$ cat src/rtl/term_vram_writer_if.sv
// ---------------------------------------------------------------------------
// term_vram_writer_if
// Byte-stream handshake between the UART RX path and the terminal writer.
//   in_valid  source -> sink  byte available
//   in_data   source -> sink  byte value
//   in_attr   source -> sink  attribute bit stored as cell bit 8
//   in_ready  sink -> source  sink accepts a byte this cycle
// A byte transfers on a clock edge where in_valid && in_ready. The source
// must hold in_data/in_attr stable while in_valid is high and in_ready low.
// ---------------------------------------------------------------------------
interface term_vram_writer_if;
  logic       in_valid;
  logic [7:0] in_data;
  logic       in_attr;
  logic       in_ready;

  modport master (
    output in_valid,
    output in_data,
    output in_attr,
    input  in_ready
  );

  modport slave (
    input  in_valid,
    input  in_data,
    input  in_attr,
    output in_ready
  );
endinterface

$ cat src/rtl/term_vram_writer.sv
// ---------------------------------------------------------------------------
// term_vram_writer
// Character-stream front end of the serial terminal. Accepts received bytes,
// interprets control codes, tracks the cursor and writes 9-bit cells
// {attr, char} into port A of the 64x32 text VRAM. Scrolling is done in
// hardware: scroll_row is the physical VRAM row shown as logical row 0, so a
// scroll only needs one 64-cell line clear.
//
// Ports
//   clk         system clock (shared with VRAM port A)
//   rst_n       asynchronous active-low reset
//   in_if       byte-stream handshake (slave side: in_valid/in_data/in_attr
//               in, in_ready out; in_ready high only in IDLE)
//   vram_addr   {phys_row[4:0], col[5:0]} to VRAM port A (registered)
//   vram_din    {attr, char} to VRAM port A (registered)
//   vram_ce     port A clock enable, one-cycle strobe (registered)
//   vram_we     port A write enable, identical to vram_ce
//   cursor_col  cursor column 0..63
//   cursor_row  logical cursor row 0..31
//   scroll_row  physical VRAM row displayed as logical row 0
//   busy        a line or full-screen clear is in progress
//
// Parameters
//   BLANK_CHAR      character written by clears (attribute bit 0)
//   CLEAR_ON_RESET  1: clear the whole screen after reset, 0: start in IDLE
//
// Build option
//   TERM_TAB_EN     when defined, 0x09 advances to the next multiple of 8
//                   (wrapping with a line feed from col >= 56); otherwise
//                   0x09 is consumed with no effect.
// ---------------------------------------------------------------------------
module term_vram_writer #(
  parameter logic [7:0] BLANK_CHAR     = 8'h20,
  parameter bit         CLEAR_ON_RESET = 1'b1
) (
  input  logic                      clk,
  input  logic                      rst_n,
  term_vram_writer_if.slave         in_if,
  output logic [10:0]               vram_addr,
  output logic [8:0]                vram_din,
  output logic                      vram_ce,
  output logic                      vram_we,
  output logic [5:0]                cursor_col,
  output logic [4:0]                cursor_row,
  output logic [4:0]                scroll_row,
  output logic                      busy
);

  typedef enum logic [1:0] {
    IDLE       = 2'd0,
    CLEAR_LINE = 2'd1,
    CLEAR_ALL  = 2'd2
  } state_t;

  localparam state_t RESET_STATE = CLEAR_ON_RESET ? CLEAR_ALL : IDLE;
  localparam logic [8:0] BLANK_CELL = {1'b0, BLANK_CHAR};

  state_t      state, state_nxt;
  logic [10:0] clr_cnt, clr_cnt_nxt;
  logic [5:0]  col_nxt;
  logic [4:0]  row_nxt;
  logic [4:0]  scroll_nxt;
  logic [10:0] addr_nxt;
  logic [8:0]  din_nxt;
  logic        ce_nxt;
  logic        do_lf;
  logic        in_ready;
  logic        accept;
  logic [4:0]  phys_row;
  logic [7:0]  byte_in;
  logic        is_printable;

  assign in_ready       = (state == IDLE);
  assign in_if.in_ready = in_ready;
  assign accept         = in_if.in_valid && in_ready;
  assign byte_in        = in_if.in_data;
  assign is_printable   = (byte_in >= 8'h20) && (byte_in <= 8'h7E);
  assign busy           = (state != IDLE);
  assign vram_we        = vram_ce;

  // Physical row wraps mod 32 through the 5-bit add. During CLEAR_LINE the
  // cursor sits on logical row 31 and scroll_row has already advanced, so
  // this lands on the old scroll_row -- exactly the row that just became the
  // new bottom line.
  assign phys_row = cursor_row + scroll_row;

  always_ff @(posedge clk or negedge rst_n) begin
    if (!rst_n) begin
      state      <= RESET_STATE;
      clr_cnt    <= '0;
      cursor_col <= '0;
      cursor_row <= '0;
      scroll_row <= '0;
      vram_addr  <= '0;
      vram_din   <= '0;
      vram_ce    <= 1'b0;
    end else begin
      state      <= state_nxt;
      clr_cnt    <= clr_cnt_nxt;
      cursor_col <= col_nxt;
      cursor_row <= row_nxt;
      scroll_row <= scroll_nxt;
      vram_addr  <= addr_nxt;
      vram_din   <= din_nxt;
      vram_ce    <= ce_nxt;
    end
  end

  always_comb begin
    state_nxt   = state;
    clr_cnt_nxt = clr_cnt;
    col_nxt     = cursor_col;
    row_nxt     = cursor_row;
    scroll_nxt  = scroll_row;
    addr_nxt    = vram_addr;
    din_nxt     = vram_din;
    ce_nxt      = 1'b0;
    do_lf       = 1'b0;

    case (state)
      IDLE: begin
        if (accept) begin
          if (is_printable) begin
            // Write lands at the pre-advance cursor position.
            addr_nxt = {phys_row, cursor_col};
            din_nxt  = {in_if.in_attr, byte_in};
            ce_nxt   = 1'b1;
            if (cursor_col == 6'd63) begin
              col_nxt = 6'd0;
              do_lf   = 1'b1;
            end else begin
              col_nxt = cursor_col + 6'd1;
            end
          end else if (byte_in == 8'h0D) begin
            col_nxt = 6'd0;
          end else if (byte_in == 8'h0A) begin
            do_lf = 1'b1;
          end else if (byte_in == 8'h08) begin
            if (cursor_col != 6'd0) begin
              col_nxt = cursor_col - 6'd1;
            end
          end else if (byte_in == 8'h0C) begin
            col_nxt     = 6'd0;
            row_nxt     = 5'd0;
            scroll_nxt  = 5'd0;
            clr_cnt_nxt = '0;
            state_nxt   = CLEAR_ALL;
`ifdef TERM_TAB_EN
          end else if (byte_in == 8'h09) begin
            if (cursor_col >= 6'd56) begin
              col_nxt = 6'd0;
              do_lf   = 1'b1;
            end else begin
              col_nxt = {cursor_col[5:3] + 3'd1, 3'b000};
            end
`endif
          end

          // Line feed: move down, or scroll by advancing the display origin
          // and blanking the row that becomes the new bottom line.
          if (do_lf) begin
            if (cursor_row != 5'd31) begin
              row_nxt = cursor_row + 5'd1;
            end else begin
              scroll_nxt  = scroll_row + 5'd1;
              clr_cnt_nxt = '0;
              state_nxt   = CLEAR_LINE;
            end
          end
        end
      end

      CLEAR_LINE: begin
        addr_nxt    = {phys_row, clr_cnt[5:0]};
        din_nxt     = BLANK_CELL;
        ce_nxt      = 1'b1;
        clr_cnt_nxt = clr_cnt + 11'd1;
        if (clr_cnt[5:0] == 6'd63) begin
          state_nxt = IDLE;
        end
      end

      CLEAR_ALL: begin
        addr_nxt    = clr_cnt;
        din_nxt     = BLANK_CELL;
        ce_nxt      = 1'b1;
        clr_cnt_nxt = clr_cnt + 11'd1;
        if (clr_cnt == 11'd2047) begin
          state_nxt = IDLE;
        end
      end

      default: begin
        state_nxt = IDLE;
      end
    endcase
  end

endmodule
$ cat src/flat_wrapper.sv
// flat-port wrapper written by rule: the top's interface ports become plain ports
module term_vram_writer_flat 
#(
  parameter logic [7:0] BLANK_CHAR     = 8'h20,
  parameter bit         CLEAR_ON_RESET = 1'b1
)
  (clk, rst_n, vram_addr, vram_din, vram_ce, vram_we, cursor_col, cursor_row, scroll_row, busy, in_if_in_valid, in_if_in_data, in_if_in_attr, in_if_in_ready);
  term_vram_writer_if in_if_i ();
  input  logic clk;
  input  logic rst_n;
  output logic [10:0] vram_addr;
  output logic [8:0] vram_din;
  output logic vram_ce;
  output logic vram_we;
  output logic [5:0] cursor_col;
  output logic [4:0] cursor_row;
  output logic [4:0] scroll_row;
  output logic busy;
  input wire logic [$bits(in_if_i.in_valid)-1:0] in_if_in_valid;
  input wire logic [$bits(in_if_i.in_data)-1:0] in_if_in_data;
  input wire logic [$bits(in_if_i.in_attr)-1:0] in_if_in_attr;
  output wire logic [$bits(in_if_i.in_ready)-1:0] in_if_in_ready;
  assign in_if_i.in_valid = in_if_in_valid;
  assign in_if_i.in_data = in_if_in_data;
  assign in_if_i.in_attr = in_if_in_attr;
  assign in_if_in_ready = in_if_i.in_ready;
  term_vram_writer #(.BLANK_CHAR(BLANK_CHAR), .CLEAR_ON_RESET(CLEAR_ON_RESET)) u_core (.clk(clk), .rst_n(rst_n), .in_if(in_if_i), .vram_addr(vram_addr), .vram_din(vram_din), .vram_ce(vram_ce), .vram_we(vram_we), .cursor_col(cursor_col), .cursor_row(cursor_row), .scroll_row(scroll_row), .busy(busy));
endmodule
$ cat config.mk
export PLATFORM = sky130hd
export DESIGN_NAME = term_vram_writer_flat
export DESIGN_NICKNAME = d
export VERILOG_FILES = /design/src/rtl/term_vram_writer_if.sv /design/src/rtl/term_vram_writer.sv /design/src/flat_wrapper.sv
export SDC_FILE = /design/constraint.sdc
export NUM_CORES = 1
export LEC_CHECK = 0
export ABC_AREA = 0
export BUFFER_PORTS_ARGS = -buffer_cell sky130_fd_sc_hd__buf_4
export CORE_AREA = 2 2 101 113
export CTS_CLUSTER_DIAMETER = 120
export CTS_CLUSTER_SIZE = 28
export DETAILED_ROUTE_END_ITERATION = 8
export DIE_AREA = 0 0 103 115
export HOLD_SLACK_MARGIN = 0.15
export PLACE_DENSITY = 0.52
export SKIP_CTS_REPAIR_TIMING = 1
export SYNTH_ARGS = -nofsm -noshare
export SYNTH_HDL_FRONTEND = slang
export SYNTH_SLANG_ARGS = --single-unit
$ cat constraint.sdc
create_clock -name clk -period 4.4 [get_ports clk]
set_input_delay 0.44 -clock clk [delete_from_list [all_inputs] [get_ports clk]]
set_output_delay 0.44 -clock clk [all_outputs]
set_load 0.05 [all_outputs]
==> impl_metrics.ini <==
[placed_design]
placed_area_mm2 = 0.00363
io_buffers = 51
dp_hpwl_um = 6320
routabilityCongestion = 0.821

[timing]
period_needed_ns = 2.67
final_max_slew_viol_count = 0
finalSetupTns_ns = 0
tightest_slew_ns = 0.999
max_freq_ghz = 0.375
rsz0062_at_grt = false
relSlewSlack_pct = 33.4
finalClockSkew_ns = 0.00675
fin_crit_sh_pct = 60.7
setup_violations = 0
hold_ws_ns = 0.167
hold_violations = 0

[critical_path]
crit_start = u_core.state[0]$_DFFE_PN0P_
crit_type = flip-flop to flip-flop
r2r_slack_ns = 1.73
cp-endpoint = u_core.cursor_col[0]$_DFFE_PN0P_
path_max_fanout = 12
cp-start-kind = flip-flop
r2r_end = u_core.cursor_col[0]$_DFFE_PN0P_
cp-end-kind = flip-flop
reg2reg_depth = 6
worstReg2RegStart = u_core.state[0]$_DFFE_PN0P_
cp.arrival_ns = 2.85
worstPathRequired_ns = 4.58

[global_routing]
track_usage_pct = 15.1
grt_pass1_vias = 2614
grt_max_degree = 51
grt_pass1_wl_um = 13900
grt_antenna_before_repair = 0
grt-ovfl-total = 0

[routing]
drc_errors = 0
highest_layer = met4
wl_met1_um = 3910
routed-via-count = 2839
wl_met3_um = 510
route.met2.wl_um = 3990
ant_nets = 0
finalWirelength_um = 8600
drtIter0Drc = 129
viasPerCell = 5.27
firstDrtPassIters = 4
wire_per_inst_um = 16.0

[final_layout]
fin_util_pct = 35.3
area_growth_pct = 20.0
fin_nets = 419
fillers = 1160
diodes = 0
final_area_mm2 = 0.00378
drive_gt1_share_pct = 19.6

[clocking]
cts_sinks = 50
cts_max_path_buffers = 2
tritoncts = built
path_clk_slew_ns = 0.07
htreeDepth = 2
cts_buffers = 5
insertion_delay_ns = 0.29
root_buffer = clkbuf_16

[die]
die-area_mm2 = 0.0118
ios = 52
dieHeight_um = 115
row_count = 40
initial_core_util_pct = 29.4
fp.coreArea_mm2 = 0.0107
die_width_um = 103

[yosys]
synth_fp_nets = 379
seq_area_frac_synth_pct = 39.7
syn_area_mm2 = 0.00315
synth_top_cell_by_area = dfrtp_1
synth.yosys.warnings = 0
ys_types = 60
async_flop_share_pct = 100
synthCells = 351
postSynthAreaPerCell_um2 = 8.98
synth.area.top_cells = dfrtp_1 39%, ha_1 6.0%, nand2_1 5.1%, nor2_1 3.7%, o21ai_0 3.0%
synth_ff_type = dfrtp_1
ys_ff_latch = 50
synth_edf_count = 0
yosys.area.top_type_share_pct = 38.9

[power_and_ir_drop]
ir_worst_vdd_mv = 0.224
power_density_mw_per_mm2 = 619
p_leak_uw = 0.00173

[min_path]
min_path_type = input port to async pin

[flow_run]
maxCapViolations = 0

[run_status]
status = finished clean
through the flow:
stage | power, uW | worst slack, ns | cells
2_1_floorplan | 1610 | 2.02 | 351
3_3_place_gp | 1940 | 1.81 | 531
3_5_place_dp | 1960 | 1.74 | 531
4_1_cts | 2370 | 1.72 | 539
5_1_grt | 2510 | 1.48 | 539
6_report | 2340 | 1.73 | 539
critical path, cell delays in order (launching register included):
cell	delay, ns
dfrtp_1	0.41
inv_1	0.12
ha_1	0.30
nand2_1	0.32
a221o_1	0.36
o22ai_1	0.64
mux2_2	0.41
state kept, by name, summed over array words and instances (netlist names):
name / count
u_core.vram_din: 9
u_core.state: 2
u_core.scroll_row: 5
u_core.cursor_row: 5
u_core.vram_addr: 11
u_core.vram_ce: 1
u_core.cursor_col: 6
u_core.clr_cnt: 11
worst min path at each step:
stage | to | slack (ns) | cells after the start | start
floorplan | u_core.clr_cnt[0]$_DFFE_PN0P_ | 0.14 | 0 | rst_n
global placement | u_core.vram_din[0]$_DFFE_PN0P_ | 0.45 | 2 | u_core.vram_din[0]$_DFFE_PN0P_
detailed placement | u_core.vram_din[3]$_DFFE_PN0P_ | 0.46 | 2 | u_core.vram_din[3]$_DFFE_PN0P_
CTS | u_core.scroll_row[0]$_DFFE_PN0P_ | 0.21 | 1 | rst_n
global route | u_core.scroll_row[0]$_DFFE_PN0P_ | 0.23 | 1 | rst_n
finish | u_core.scroll_row[0]$_DFFE_PN0P_ | 0.17 | 1 | rst_n
cells by family after synthesis:
group / Yosys count / synth area share [%]
adders and majority gates: 16 / 6.59
buffers and inverters: 41 / 5.60
AOI/OAI and AO/OA: 98 / 24.3
DFF: 50 / 39.7
muxes: 4 / 1.35
and+or+nand+nor: 139 / 21.6
xor gates and xnor gates: 3 / 0.833
placed cells by master, fill, tap and decap left out, drive strengths merged, types with 3 or more instances in the layout:
cell type,netlist,routed
a21oi,12,12
o21ai,23,23
and2,3,3
nor2,31,31
dfrtp,49,49
and3,10,10
ha,15,15
o22ai,3,3
nand3,11,11
clkbuf,13,5
nor3,11,11
a32oi,7,7
nor2b,3,3
nand3b,6,6
a221oi,5,5
a31o,3,3
a32o,3,3
inv,22,23
o311ai,8,8
a31oi,8,8
buf,6,52
nand2b,5,5
o31ai,3,3
nand4,6,6
a21o,4,4
nand2,43,43
cell usage after synthesis (3+ instances only):
cell and number:
a32oi_1 6, a31o_2 3, a21oi_1 12, o22ai_1 3, ha_1 15, o311ai_2 5, nand2b_1 5, a21o_1 4
buf_2 3, nand3_1 11, o311ai_0 3, nor2_1 31, a31oi_1 8, nand2_1 43, a221oi_1 4, and3_1 10
nor3_1 11, dfrtp_1 49, clkbuf_1 13, and2_1 3, nand4_1 6, inv_1 22, o31ai_1 3, o21ai_0 19
nor2b_1 3, nand3b_1 6, a32o_1 3
metal layers:
| layer | vias to the layer above | track usage [%] |
|---|---|---|
| met4 | 0 | 5.61 |
| met5 | - | 0 |
| met2 | 84 | 23.8 |
| met3 | 13 | 3.28 |
| li1 | 1373 | - |
| met1 | 1369 | 20.4 |
layout make-up:
class,instances,area (um^2),share of cell area [%]
Clock buffer,5,125,3.31
Clock inverter,3,25.0,0.661
Inverter,22,82.6,2.18
Multi-Input combinational cell,260,1720,45.6
Sequential cell,50,1250,33.1
Tap cell,147,184,4.86
Timing Repair Buffer,52,390,10.3
power breakdown:
| group | leakage, uW | switching [uW] | internal, uW |
|---|---|---|---|
| logic | 0.00107 | 808 | 393 |
| clock network | 0.0000704 | 186 | 214 |
| registers | 0.000593 | 142 | 599 |
| total | 0.00173 | 1140 | 1210 |
Note: power is estimated with default switching activity, not from simulation.
